--- src/rtl/mem_line_transfer_pkg.sv ---
// Shared types and constants for the bus-side line transfer engine.
package mem_line_transfer_pkg;

  localparam int BEATS          = 8;
  localparam int OFFSET_W       = 6;
  localparam int BUS_DATA_WIDTH = 64;
  localparam int BUS_TAG_WIDTH  = 13;

  localparam logic [BUS_TAG_WIDTH-1:0] MEM_READ  = 13'h0001;
  localparam logic [BUS_TAG_WIDTH-1:0] MEM_WRITE = 13'h0002;

  typedef enum logic [2:0] {
    IDLE,
    WR_ADDR,
    WR_DATA,
    WR_RESP,
    RD_ADDR,
    RD_DATA
  } ltu_state_t;

  typedef logic [BEATS-1:0][BUS_DATA_WIDTH-1:0] cache_line_t;

endpackage

--- src/rtl/mem_line_transfer_beat_assembler.sv ---
// Beat counter plus slot register: serves writeback beats out and collects fill beats in.
module beat_assembler
  import mem_line_transfer_pkg::*;
#(
  parameter int BEATS = mem_line_transfer_pkg::BEATS,
  parameter int W     = BUS_DATA_WIDTH
) (
  input  logic                       clk,
  input  logic                       reset,
  input  logic                       i_load,
  input  logic [BEATS*W-1:0]         i_line,
  input  logic                       i_clear,
  input  logic                       i_adv,
  input  logic                       i_capture,
  input  logic [W-1:0]               i_beat,
  output logic [$clog2(BEATS)-1:0]   o_cnt,
  output logic [W-1:0]               o_beat,
  output logic                       o_last,
  output logic [BEATS*W-1:0]         o_line_nxt
);

  localparam int CNT_W = $clog2(BEATS);

  logic [CNT_W-1:0]          r_cnt;
  logic [BEATS-1:0][W-1:0]   r_slots;
  logic [BEATS-1:0][W-1:0]   w_slots_cap;

  // Slot image with the incoming beat already placed; becomes the line on the last capture.
  always_comb begin
    w_slots_cap        = r_slots;
    w_slots_cap[r_cnt] = i_beat;
  end

  always_ff @(posedge clk or negedge reset) begin
    if (!reset) begin
      r_cnt   <= '0;
      r_slots <= '0;
    end else if (i_load) begin
      r_cnt   <= '0;
      r_slots <= i_line;
    end else if (i_clear) begin
      r_cnt   <= '0;
      r_slots <= '0;
    end else if (i_capture) begin
      r_cnt   <= r_cnt + CNT_W'(1);
      r_slots <= w_slots_cap;
    end else if (i_adv) begin
      r_cnt   <= r_cnt + CNT_W'(1);
    end
  end

  assign o_cnt      = r_cnt;
  assign o_beat     = r_slots[r_cnt];
  assign o_last     = (r_cnt == CNT_W'(BEATS - 1));
  assign o_line_nxt = w_slots_cap;

endmodule

--- src/rtl/mem_line_transfer.sv ---
// Line fill / writeback engine between the L1 cache and the memory bus; all outputs registered.
// Define LTU_EVICT_FILL_EN to accept a fill together with a writeback and run it right after.
module mem_line_transfer
  import mem_line_transfer_pkg::*;
#(
  parameter int BEATS    = mem_line_transfer_pkg::BEATS,
  parameter int ADDR_W   = 64,
  parameter int OFFSET_W = mem_line_transfer_pkg::OFFSET_W
) (
  input  logic                      clk,
  input  logic                      reset,
  input  logic                      fill_req,
  input  logic [ADDR_W-1:0]         fill_addr,
  input  logic                      wb_req,
  input  logic [ADDR_W-1:0]         wb_addr,
  input  logic [BEATS*64-1:0]       wb_line,
  output logic                      req_ready,
  output logic                      line_valid,
  output logic [BEATS*64-1:0]       line_data,
  output logic                      wb_done,
  output logic                      bus_reqcyc,
  output logic [BUS_DATA_WIDTH-1:0] bus_req,
  output logic [BUS_TAG_WIDTH-1:0]  bus_reqtag,
  input  logic                      bus_reqack,
  input  logic                      bus_respcyc,
  input  logic [BUS_DATA_WIDTH-1:0] bus_resp,
  input  logic [BUS_TAG_WIDTH-1:0]  bus_resptag,
  output logic                      bus_respack
);

  // state   | meaning
  // IDLE    | ready for a request
  // WR_ADDR | writeback address on the bus, waiting for reqack
  // WR_DATA | streaming writeback beats 0..BEATS-1
  // WR_RESP | waiting for the write response
  // RD_ADDR | fill address on the bus, waiting for reqack
  // RD_DATA | collecting fill beats

  localparam int CNT_W = $clog2(BEATS);

  function automatic logic [ADDR_W-1:0] align(input logic [ADDR_W-1:0] a);
    logic [ADDR_W-1:0] m;
    m                 = a;
    m[OFFSET_W-1:0]   = '0;
    return m;
  endfunction

  ltu_state_t                r_state, w_state_nxt;
  logic [ADDR_W-1:0]         r_addr, w_addr_nxt;

  logic                      r_req_ready;
  logic                      r_line_valid, w_line_valid_nxt;
  logic [BEATS*64-1:0]       r_line_data;
  logic                      r_wb_done, w_wb_done_nxt;
  logic                      r_bus_reqcyc, w_reqcyc_nxt;
  logic [BUS_DATA_WIDTH-1:0] r_bus_req, w_req_nxt;
  logic [BUS_TAG_WIDTH-1:0]  r_bus_reqtag, w_tag_nxt;
  logic                      r_bus_respack, w_respack_nxt;

  logic                      w_asm_load, w_asm_clear, w_asm_adv, w_asm_cap;
  logic [CNT_W-1:0]          w_cnt;
  logic [63:0]               w_beat;
  logic                      w_last;
  logic [BEATS*64-1:0]       w_fill_line;

  logic                      w_resp_wr, w_resp_rd;

`ifdef LTU_EVICT_FILL_EN
  logic                      r_pend_vld, w_pend_vld_nxt;
  logic [ADDR_W-1:0]         r_pend_addr, w_pend_addr_nxt;
`endif

  assign w_resp_wr = bus_respcyc && (bus_resptag == MEM_WRITE);
  assign w_resp_rd = bus_respcyc && (bus_resptag == MEM_READ);

  beat_assembler #(
    .BEATS (BEATS),
    .W     (64)
  ) u_beat_assembler (
    .clk        (clk),
    .reset      (reset),
    .i_load     (w_asm_load),
    .i_line     (wb_line),
    .i_clear    (w_asm_clear),
    .i_adv      (w_asm_adv),
    .i_capture  (w_asm_cap),
    .i_beat     (bus_resp),
    .o_cnt      (w_cnt),
    .o_beat     (w_beat),
    .o_last     (w_last),
    .o_line_nxt (w_fill_line)
  );

  always_ff @(posedge clk or negedge reset) begin
    if (!reset) r_state <= IDLE;
    else        r_state <= w_state_nxt;
  end

  always_comb begin
    w_state_nxt      = r_state;
    w_addr_nxt       = r_addr;
    w_reqcyc_nxt     = 1'b0;
    w_req_nxt        = '0;
    w_tag_nxt        = '0;
    w_respack_nxt    = 1'b0;
    w_wb_done_nxt    = 1'b0;
    w_line_valid_nxt = 1'b0;
    w_asm_load       = 1'b0;
    w_asm_clear      = 1'b0;
    w_asm_adv        = 1'b0;
    w_asm_cap        = 1'b0;
`ifdef LTU_EVICT_FILL_EN
    w_pend_vld_nxt   = r_pend_vld;
    w_pend_addr_nxt  = r_pend_addr;
`endif
    unique case (r_state)
      IDLE: begin
        if (wb_req) begin
          w_state_nxt  = WR_ADDR;
          w_addr_nxt   = align(wb_addr);
          w_reqcyc_nxt = 1'b1;
          w_req_nxt    = BUS_DATA_WIDTH'(align(wb_addr));
          w_tag_nxt    = MEM_WRITE;
          w_asm_load   = 1'b1;
`ifdef LTU_EVICT_FILL_EN
          if (fill_req) begin
            w_pend_vld_nxt  = 1'b1;
            w_pend_addr_nxt = align(fill_addr);
          end
`endif
        end else if (fill_req) begin
          w_state_nxt  = RD_ADDR;
          w_addr_nxt   = align(fill_addr);
          w_reqcyc_nxt = 1'b1;
          w_req_nxt    = BUS_DATA_WIDTH'(align(fill_addr));
          w_tag_nxt    = MEM_READ;
          w_asm_clear  = 1'b1;
        end
      end
      WR_ADDR: begin
        w_reqcyc_nxt = 1'b1;
        w_tag_nxt    = MEM_WRITE;
        if (bus_reqack) begin
          w_state_nxt = WR_DATA;
          w_req_nxt   = w_beat;
          w_asm_adv   = 1'b1;
        end else begin
          w_req_nxt   = BUS_DATA_WIDTH'(r_addr);
        end
      end
      WR_DATA: begin
        // Counter points at the next beat to send; wrapping to 0 means the last beat is on the bus.
        if (w_cnt == '0) begin
          w_state_nxt  = WR_RESP;
        end else begin
          w_reqcyc_nxt = 1'b1;
          w_tag_nxt    = MEM_WRITE;
          w_req_nxt    = w_beat;
          w_asm_adv    = 1'b1;
        end
      end
      WR_RESP: begin
        if (w_resp_wr) begin
          w_respack_nxt = 1'b1;
          w_wb_done_nxt = 1'b1;
          w_state_nxt   = IDLE;
`ifdef LTU_EVICT_FILL_EN
          if (r_pend_vld) begin
            w_state_nxt    = RD_ADDR;
            w_addr_nxt     = r_pend_addr;
            w_reqcyc_nxt   = 1'b1;
            w_req_nxt      = BUS_DATA_WIDTH'(r_pend_addr);
            w_tag_nxt      = MEM_READ;
            w_asm_clear    = 1'b1;
            w_pend_vld_nxt = 1'b0;
          end
`endif
        end
      end
      RD_ADDR: begin
        if (bus_reqack) begin
          w_state_nxt  = RD_DATA;
        end else begin
          w_reqcyc_nxt = 1'b1;
          w_req_nxt    = BUS_DATA_WIDTH'(r_addr);
          w_tag_nxt    = MEM_READ;
        end
      end
      RD_DATA: begin
        if (w_resp_rd) begin
          w_asm_cap     = 1'b1;
          w_respack_nxt = 1'b1;
          if (w_last) begin
            w_state_nxt      = IDLE;
            w_line_valid_nxt = 1'b1;
          end
        end
      end
      default: w_state_nxt = IDLE;
    endcase
  end

  always_ff @(posedge clk or negedge reset) begin
    if (!reset) begin
      r_addr        <= '0;
      r_req_ready   <= 1'b1;
      r_line_valid  <= 1'b0;
      r_line_data   <= '0;
      r_wb_done     <= 1'b0;
      r_bus_reqcyc  <= 1'b0;
      r_bus_req     <= '0;
      r_bus_reqtag  <= '0;
      r_bus_respack <= 1'b0;
    end else begin
      r_addr        <= w_addr_nxt;
      r_req_ready   <= (w_state_nxt == IDLE);
      r_line_valid  <= w_line_valid_nxt;
      r_wb_done     <= w_wb_done_nxt;
      r_bus_reqcyc  <= w_reqcyc_nxt;
      r_bus_req     <= w_req_nxt;
      r_bus_reqtag  <= w_tag_nxt;
      r_bus_respack <= w_respack_nxt;
      if (w_line_valid_nxt) r_line_data <= w_fill_line;
    end
  end

`ifdef LTU_EVICT_FILL_EN
  always_ff @(posedge clk or negedge reset) begin
    if (!reset) begin
      r_pend_vld  <= 1'b0;
      r_pend_addr <= '0;
    end else begin
      r_pend_vld  <= w_pend_vld_nxt;
      r_pend_addr <= w_pend_addr_nxt;
    end
  end
`endif

  assign req_ready   = r_req_ready;
  assign line_valid  = r_line_valid;
  assign line_data   = r_line_data;
  assign wb_done     = r_wb_done;
  assign bus_reqcyc  = r_bus_reqcyc;
  assign bus_req     = r_bus_req;
  assign bus_reqtag  = r_bus_reqtag;
  assign bus_respack = r_bus_respack;

endmodule

--- config.mk ---
export PLATFORM = sky130hd
export DESIGN_NAME = mem_line_transfer
export DESIGN_NICKNAME = d
export VERILOG_FILES = /design/src/rtl/mem_line_transfer_pkg.sv /design/src/rtl/mem_line_transfer_beat_assembler.sv /design/src/rtl/mem_line_transfer.sv
export SDC_FILE = /design/constraint.sdc
export NUM_CORES = 2
export LEC_CHECK = 0
export ABC_CLOCK_PERIOD_IN_PS = 4360
export CELL_PAD_IN_SITES_DETAIL_PLACEMENT = 1
export CELL_PAD_IN_SITES_GLOBAL_PLACEMENT = 1
export CORE_AREA = 2 2 506 508
export DETAILED_ROUTE_END_ITERATION = 16
export DIE_AREA = 0 0 508 510
export HOLD_SLACK_MARGIN = 0.08
export PLACE_DENSITY_LB_ADDON = 0.12
export SYNTH_ARGS = -nofsm -noshare
export SYNTH_HDL_FRONTEND = slang
export SYNTH_HIERARCHICAL = 1
export SYNTH_SLANG_ARGS = --single-unit
--- constraint.sdc ---
create_clock -name clk -period 4.36 [get_ports clk]
set_input_delay 1.09 -clock clk [delete_from_list [all_inputs] [get_ports clk]]
set_output_delay 1.09 -clock clk [all_outputs]
set_load 0.005 [all_outputs]
==> results.yml <==
global_route:
  grt_max_degree: 144
  first_global_vias: 59800
  grt_pass1_wl_um: 507000
  antenna_found_initial: 69
  overflow: 0
  grt_usage: 0.277
status:
  status: "finished, final reports clean"
timing:
  slew_headroom: 0.122
  setup_viol: 0
  fin_crit_ps: 3450
  fmax_mhz: 290
  fin_worst_skew_ps: 37.4
  rsz0062_at_grt: "false"
  layout_setup_ws_ps: 907
  tns_ps: 0
  min_period_over_period: 0.792
  worst_slew_pin_slew_ps: 1310
  hold_viol_final: 0
  report.final.slew_viol_count: 0
logic_synthesis:
  synth_edf_count: 0
  netlist_area_um2: 63800
  synth-async-reset-ratio: 1.00
  syn_avg_cell_area_um2: 9.71
  yosysWarningCount: 6
  synth_top_cell_by_area: "dfrtp_1"
  synthCells: 6572
  synthTopCellsByArea: "dfrtp_1, mux2_4, a21oi_1"
  yosysSeqAreaShare: 0.455
  synthFlopType: "dfrtp_1"
  synth_cell_types: 60
  ys_seq_elements: 1159
  synth_top_area_frac: 0.454
final_layout:
  fin_nets: 8355
  final_cell_mix: "clkdlybuf4s50_1, dfrtp_1, nand2_1"
  drive_above_1_share: 0.187
  seq_area_um2: 29000
  multiInputGateArea_um2: 31500
  mostFrequentLayoutCell: "clkdlybuf4s50_1"
  areaGrowthSynthToFinish_pct: 33.8
  n_fill_cell: 28400
clock_tree:
  cts-root-buf: "clkbuf_16"
  cts_setup_buffers: 0
  clock_path_buffers: 3
  ctsHtreeMaxLevel: 4
  cts_resized: 0
  cts_buffers: 150
  clk_pin_slew_ps: 60
  numClockSinks: 1159
  clock_latency_ps: 830
  cts-hold-fix-buffers: 0
  tritoncts: "built"
place:
  place.gp.congestion: 0.847
  io_buffers: 1293
  pre_cts_ws_ps: 358
  hpwl_um: 259000
die:
  start_util: 0.252
  dieArea_um2: 259000
  chipWidth_um: 508
  fp.dieH_um: 510
  rows: 185
  placeableCoreArea_um2: 253000
  pin_count: 1317
worst_setup_path:
  cp-end-kind: "register"
  reg2reg_depth: 7
  cp.required_ps: 5110
  worst_setup_path_start_kind: "register"
  worstPathMaxFanout: 30
  timing.rr.start: "u_beat_assembler/o_cnt[1]"
  timing.rr.end: "bus_req[21]"
  crit_arrival_ps: 4200
  critPathKind: "register to register"
  rrSetupSlack_ps: 910
power_and_ir_drop:
  seqPwrFrac: 0.334
  powerDensity_nw_per_um2: 462
  power.internal_mw: 23.8
  ir_drop_uv: 390
  combPwrFrac: 0.335
  power.switching_mw: 15.6
  clkPwrFrac: 0.331
  p_leak_nw: 37.0
  p_sw_frac: 0.397
run:
  drv_cap: 0
route:
  drc: 0
  wl_per_cell_um: 33.3
  initialDrtViolationCount: 4632
  ant_nets: 0
  vias: 58400
  dr.pass1.iters: 5
  via_per_inst: 5.24
  routed_wl_um: 371000
worst_hold_path:
  hp-class: "primary input to async pin"
[power groups by stage]
stage	registers [mW]	clock network (mW)	logic (mW)
floorplan	12.7	0	6.42
CTS	13.1	13.4	13.3
global placement	13.3	0	13.2
finish	13.2	13.0	13.2
detailed placement	13.3	0	13.2
global route	13.3	13.7	13.8
[synthesized netlist by cell type (9+ instances only)]
cell and number:
nor2_1 590, buf_4 33, a22oi_1 13, o21ai_0 532, nand2b_1 69, a221oi_1 83, mux2_2 457, mux2i_1 124
buf_1 17, and2_1 10, mux2_4 400, o21ai_1 14, mux4_2 26, a21o_1 59, mux2_1 9, buf_2 162
a221o_1 61, dfrtp_1 1158, buf_12 44, o22a_1 16, nand2_1 1123, buf_6 32, o22ai_1 22, clkbuf_1 318
a21oi_1 1037, or2_2 67, a31oi_1 16
[sequential cells by signal, indices dropped and copies added, names as in the netlist]
register / count
bus_reqtag: 2
line_data: 512
u_beat_assembler/o_cnt: 3
r_addr: 58
wb_done: 1
u_beat_assembler/r_slots: 512
bus_reqcyc: 1
bus_respack: 1
req_ready: 1
line_valid: 1
r_state: 3
bus_req: 64
[cells by family after synthesis]
logic type	count (synthesis)	synth area share
compound gates	1885	0.164
simple gates	1896	0.120
fa+ha+maj	2	0.000392
other cells	1	0.0000588
buf+inv	612	0.0563
mux	1016	0.205
xor+xnor	1	0.000137
flops	1159	0.455
[routing by layer]
layer,up-vias,track usage,share of wire
li1,25000,-,-
met1,30600,0.378,0.45
met2,2229,0.438,0.45
met3,447,0.0507,0.062
met4,32,0.0947,0.036
met5,-,0,0.00055
[critical path, cell delays in order (launching register included)]
cell and delay, ps:
dfrtp_4 920, inv_4 350, nor2_4 770, buf_4 340
a221oi_1 110, o22ai_1 460, buf_4 250, a221o_1 140
[worst max-delay path by stage]
stage                                    startpoint                     endpoint  slack (ps)  depth (start not counted)
after CTS                 u_beat_assembler/o_cnt[1]                  bus_req[21]         850                          7
after floorplan                              wb_req  u_beat_assembler/r_slots[0]        1310                         10
after global routing      u_beat_assembler/o_cnt[1]                  bus_req[21]         860                          7
after global placement               bus_resptag[4]               line_data[501]         410                          8
after detailed placement             bus_resptag[4]               line_data[458]         360                          8
final                     u_beat_assembler/o_cnt[1]                  bus_req[21]         910                          7
[per-stage QoR]
stage          area (µm²)  utilization  total power, mW  std cells  hold WS, ps
2_1_floorplan       63800            -             19.1       6582          451
3_3_place_gp        80200        0.316             26.4      10800          459
3_5_place_dp        80200        0.316             26.5      10800          467
4_1_cts             85300        0.336             39.8      11100          213
5_1_grt             85300        0.337             40.8      11100          237
6_report            85400        0.337             39.4      11100          229
[cell type report]
type / instances / area share
Clock inverter: 40 / 0.00616
Timing Repair Buffer: 1503 / 0.182
Antenna cell: 31 / 0.000909
Tap cell: 3366 / 0.0493
Multi-Input combinational cell: 4811 / 0.368
Sequential cell: 1159 / 0.340
Inverter: 5 / 0.000293
Clock buffer: 229 / 0.0533
(Power assumes the default switching activity.)
